[src/rtl/pc_redirect_ctrl.sv]
// Fetch PC register and redirect sequencer for the RV32I pipeline.
// Optional redirect counter is built when REDIRECT_CNT_EN is defined.
module pc_redirect_ctrl #(
  parameter logic [31:0] RESET_PC = 32'h0000_0000
) (
  input  logic        CPU_CLK,
  input  logic        CPU_RST,
  input  logic        StallF,
  input  logic        BranchE,
  input  logic [31:0] BranchTarget,
  input  logic        JalrE,
  input  logic [31:0] JalrTarget,
  input  logic        JalD,
  input  logic [31:0] JalTarget,
  output logic [31:0] PCF,
  output logic        FlushD,
  output logic        FlushE,
  output logic        RedirectPending,
  output logic [31:0] RedirectCnt
);

  typedef enum logic {
    RUN  = 1'b0,
    HOLD = 1'b1
  } state_t;

  state_t      state;
  logic [31:0] pend_tgt;
  logic        pend_ex;

  logic        ex_src;
  logic        any_src;
  logic [31:0] sel_tgt;
  logic [31:0] tgt;

  // Handshake-free control: every source is a one-cycle level; StallF is a
  // hold request from the hazard unit, sampled on each rising edge.
  always_comb begin
    ex_src  = BranchE | JalrE;
    any_src = ex_src | JalD;
    sel_tgt = JalTarget;
    if (BranchE)
      sel_tgt = BranchTarget;
    else if (JalrE)
      sel_tgt = JalrTarget;
    tgt = sel_tgt & 32'hFFFF_FFFC;
  end

  assign FlushD = ~CPU_RST & any_src;
  assign FlushE = ~CPU_RST & ex_src;

  always_ff @(posedge CPU_CLK) begin
    if (CPU_RST) begin
      state           <= RUN;
      PCF             <= RESET_PC;
      pend_tgt        <= 32'h0;
      pend_ex         <= 1'b0;
      RedirectPending <= 1'b0;
    end else begin
      case (state)
        RUN: begin
          if (!StallF) begin
            PCF <= any_src ? tgt : PCF + 32'd4;
          end else if (any_src) begin
            pend_tgt        <= tgt;
            pend_ex         <= ex_src;
            state           <= HOLD;
            RedirectPending <= 1'b1;
          end
        end
        HOLD: begin
          if (StallF) begin
            // An ID-stage jal never displaces a buffered EX redirect: it is wrong-path.
            if (ex_src || (JalD && !pend_ex)) begin
              pend_tgt <= tgt;
              pend_ex  <= ex_src;
            end
          end else begin
            PCF             <= ex_src ? tgt : pend_tgt;
            pend_tgt        <= 32'h0;
            pend_ex         <= 1'b0;
            state           <= RUN;
            RedirectPending <= 1'b0;
          end
        end
        default: begin
          state           <= RUN;
          RedirectPending <= 1'b0;
        end
      endcase
    end
  end

`ifdef REDIRECT_CNT_EN
  logic [31:0] cnt_q;

  always_ff @(posedge CPU_CLK) begin
    if (CPU_RST)
      cnt_q <= 32'h0;
    else if (FlushD)
      cnt_q <= cnt_q + 32'd1;
  end

  assign RedirectCnt = cnt_q;
`else
  assign RedirectCnt = 32'h0;
`endif

endmodule

[config.mk]
export PLATFORM = sky130hd
export DESIGN_NAME = pc_redirect_ctrl
export DESIGN_NICKNAME = d
export VERILOG_FILES = /design/src/rtl/pc_redirect_ctrl.sv
export SDC_FILE = /design/constraint.sdc
export NUM_CORES = 1
export LEC_CHECK = 0
export BUFFER_PORTS_ARGS = -buffer_cell sky130_fd_sc_hd__buf_2
export CAP_MARGIN = 20
export CORE_MARGIN = 5
export CORE_UTILIZATION = 45
export DETAILED_ROUTE_END_ITERATION = 10
export PLACE_DENSITY = 0.73
export SETUP_SLACK_MARGIN = 0.3
export SYNTH_ARGS = -nofsm -noshare
export SYNTH_HDL_FRONTEND = slang
export SYNTH_SLANG_ARGS = --single-unit
[constraint.sdc]
create_clock -name CPU_CLK -period 2.4 [get_ports CPU_CLK]
set_clock_uncertainty 0.1 [all_clocks]
set_input_delay 0 -clock CPU_CLK [delete_from_list [all_inputs] [get_ports CPU_CLK]]
set_output_delay 0 -clock CPU_CLK [all_outputs]
set_load 0.02 [all_outputs]
Yosys cells after proc, flatten, opt, wreduce, memory -nomap -nowiden:

Index checks and enable logic that the tools add are counted.

* output and inout port bits: 67
* register bits after elaboration: 67
* input port bits: 102

* $add $sub $neg: 1
* reductions and logical operators: 6
* multiplexer cells: 25
* bitwise gates (word level): 6
* equality and inequality tests: 5

Operator list (number)
* $mux 32: 10
* $pmux 32 s2: 2
* $add 32x3->32 const B: 1
* $mux 1: 10
* $ne 2x2->1 const B: 4
* $pmux 1 s2: 3
* $reduce_and 3->1: 2
* $ne 3x2->1 const B: 1
* $and 1x1->1: 2
* $not 1->1: 2
* $or 1x1->1: 2
* $reduce_and 2->1: 1
* $logic_and 1x1->1: 1
* $logic_not 1->1: 1
* $logic_or 1x1->1: 1

Logic depth before layout (Yosys ltp):

* depth in word-level cells: 6
* mapped depth: 8
* depth with buffers taken out: 6

Least setup slack after synthesis:

Ideal clock, no wire load.

* path kind: reg-to-reg
* start point: reg PCF[2]
* end point: reg PCF[22]
* stages on the path, launching flop included: 8
* path slack: -0.003 ns
* period minus slack after synthesis: 2.403 ns
* arrival: 2.244 ns
* cell sequence: dfxtp_1 ha_1 nand2_1 or4b_4 buf_6 or4_1 a31oi_1 a221o_1

* longest elaborated chain between the ends: 4

RTL lines
* start, declared: line 15 `output logic [31:0] PCF,`
* start signal, assigned: line 63 `PCF <= any_src ? tgt : PCF + 32'd4;`
* start signal, assigned: line 79 `PCF <= ex_src ? tgt : pend_tgt;`
* $add 32x3->32: line 63
* $mux 32: line 63
* $mux 32: line 62 `if (!StallF) begin`
* $pmux 32 s2: line 60 `case (state)`

No other way between the ends. The select of a mux whose other input is x is not followed.
A chain may end at the register's enable or synchronous reset.

Worst setup path after layout:

* start point: reg PCF[2]
* end point: reg PCF[28]

The elaborated chain is that of the path after synthesis.

==> impl_results.md <==
* Pwr Density at about 500 mW/mm^2
* Num rows at 36
* Synth Area in Simple Gates at 0.194
* Seq cells post-synth at 63
* Nets at 837
* Initial antenna violation count at 0
* Sequential cell area at roughly 0.0013 mm^2
* Period minus WS final at 2.06 ns
* CTS Buffer Depth at 2
* Routability cong. at about 0.91
* Lkg Pwr at ~0.0025 uW
* Syn_area_per_cell at around 7.8 um^2
* CTS tree: yes
* DIE WIDTH at about 110 um
* Setup TNS at 0 ns
* Setup Crit Path Kind: register to register
* Main flop type after synthesis: dfxtp_1
* Largest family of logic cells by synthesized area: compound AO/OA/AOI/OAI gates
* CORE AREA at approximately 0.0096 mm^2
* Multi-input gate area at ~0.0028 mm^2
* Worst-path clk slew at ~0.07 ns
* Post-synthesis compound-gate area fraction at 0.310
* Max_slew headroom at 0.600
* Ratio of cells with drive above 1 in the final layout at 0.297
* RSZ-0062 raised after global routing: yes
* H-Tree Level Count at 3
* Vias at 5,005
* Hold Path Origin: JalTarget[19]
* Number of global-route vias before repair at between 5,000 and 6,000
* CTS Buf Count at 9
* # diodes at 0
* Worst endpoint required time at 2.54 ns
* Final period util at 0.859
* Worst slew pin tran at ~0.6 ns
* Total track usage at 0.268
* Post-synth EDFFs at 0
* Synth unique cells at 61
* Ys async rst share at 0
* Arr. time, crit path at about 2.2 ns
* Post-synth top area share at 0.288
* Per-cell routed wire length at 18.3 um
* Peak Freq at ~490 MHz
* Starting Density at 0.455
* IO buf count at 128
* Skew-Pair Late Insertion Delay at 0.36 ns
* CTS Sinks at 63
* Worst setup path startpoint: PCF[2]$_SDFFE_PP0P_
* Post-detailed-route count of antenna-violating nets at 0
* Final HPWL DP at ~11,000 um
* Largest net degree at the start of global routing at 31
* Final setup fails at 0
* Via density at between 5 and 6
* Die Y at 109 um
* Fin cells at between 800 and 900
* Worst-path maximum fanout at 7
* Failing checks: hold timing
* Most frequent cells in the layout: 128 x buf_2, 59 x nand2_1, 46 x dfxtp_1, 43 x a21oi_1, 37 x buf_4
* Mux share of post-synthesis cell area at 0.0514
* Status: complete, but fails checks
* Filler cells at around 900
* Synth Instances at approximately 560
* Cell Area, Synth at 0.00438 mm^2
* Clock root buffer: clkbuf_8
* DP Cell Count at slightly above 800
* Top cells by area, synth: dfxtp_1 29%, buf_4 6.0%, nand2_1 5.1%
* Worst Setup End Kind: register
* Die area at 0.0118 mm^2
* VDD IR max at 0.000304 V
* Max-cap violations at 0
* Post-synthesis adder-cell area fraction at 0.00285
* # IOs at around 170
* Synth warn at 0
* Startpoint types: register
* Crit Reg-Reg Startpoint: PCF[2]$_SDFFE_PP0P_
* Fin. max-slew vios at 0
* Final hold slack at -0.00552 ns
* Area growth syn-to-layout at 31.4%
* First-pass GRT wire length at around 25,000 um
* Drc violations at 0
* Final wirelength at roughly 16,000 um
* Fin. Hold Viols at 1
* Post-synthesis xor/xnor area fraction at 0.0340
* Drt pass-1 iters at 5
* Sequential fraction of the synthesis area at 0.288
* Grt ovf at 0
* Yosys top cell by area: dfxtp_1
* Commonest non-fill, non-tap cell in the layout: buf_2
* Type of the most critical hold path: input port to register
* Initial DRC Count at between 400 and 500
[flip-flops by register name, indices dropped and copies added, names as in the netlist]
signal	cells
PCF	30
pend_tgt	30
RedirectPending	1
pend_ex	1
state	1
[final cells by class]
class / instances / area share
inverter: 25 / 0.0163
tap: 133 / 0.0289
multi-input combinational: 437 / 0.481
sequential: 63 / 0.226
clock buffer: 14 / 0.0300
clock inverter: 1 / 0.000869
timing repair buffer: 198 / 0.217
[repair_timing]
item | CTS | global route
setup buffers | 10 | 2
gates resized for setup | 4 | 10
endpoints found under the setup margin | 6 | 9
pin swaps | 6 | 2
hold buffers | 32 | 0
hold endpoints to repair | 32 | 0
[path summary, 6_finish.rpt]
| check | cells past startpoint | endpoint | slack (ns) |
|---|---|---|---|
| setup / recovery | 7 | PCF[28]$_SDFFE_PP0P_ | 0.34 |
| hold / removal | 5 | pend_tgt[19]$_SDFFE_PP0P_ | -0.006 |
| setup reg to reg | 7 | PCF[28]$_SDFFE_PP0P_ | 0.34 |
| hold reg to reg | 1 | pend_tgt[31]$_SDFFE_PP0P_ | 0.37 |
[synth_stat cells, drive strengths merged, types with 4 or more instances]
library cell / n
dfxtp: 63
nand2: 60
a21oi: 43
buf: 43
o21ai: 36
clkbuf: 29
nor2: 26
inv: 24
a22o: 19
mux2i: 18
xnor2: 16
nor3: 15
nand2b: 14
o221ai: 14
a211oi: 13
nand3: 11
o2bb2ai: 10
a32o: 8
a22oi: 7
a31oi: 7
and3: 6
nand4: 6
nor2b: 6
o22ai: 6
a21o: 5
a221oi: 5
nor4: 5
mux2: 4
o211ai: 4
or3: 4
[where the power goes]
| group | leakage [uW] | switching [uW] | internal (uW) |
|---|---|---|---|
| Sequential | 0.000528 | 81.6 | 1130 |
| Combinational | 0.00185 | 461 | 325 |
| Clock | 0.0000926 | 431 | 454 |
[cell families after synthesis]
logic type               Yosys count
multiplexers                      22
buffers and inverters             97
flip-flops                        63
other                              1
XOR/XNOR                          17
adder cells (fa/ha/maj)            1
AND/OR/NAND/NOR                  167
AO/OA/AOI/OAI                    196
[metrics by stage]
| stage | util | hold slack (ns) | total power [uW] | instance area, um^2 | setup WS [ns] |
|---|---|---|---|---|---|
| after global routing | 0.597 | 0.00704 | 3010 | 5760 | 0.295 |
| final | 0.597 | -0.00552 | 2880 | 5760 | 0.339 |
| after floorplan | - | 0.0747 | 1720 | 4540 | 0.277 |
| after detailed placement | 0.532 | 0.241 | 1940 | 5130 | 0.184 |
| after global placement | 0.532 | 0.227 | 1920 | 5130 | 0.252 |
| after CTS | 0.593 | 0.000592 | 2860 | 5720 | 0.299 |
[per-layer routing]
metal	global-route usage	wire, um
met2	0.478	8030
met4	0.100	413
met5	0	0
met1	0.308	6050
met3	0.0657	1420
[worst max-delay path, stage by stage (launching register included)]
cell,delay (ns)
dfxtp_4,0.37
ha_4,0.14
nand2_2,0.07
or4b_4,0.55
buf_4,0.18
o31a_2,0.34
nor3_2,0.10
o22ai_1,0.08
Power figures use the tool's default switching activity.
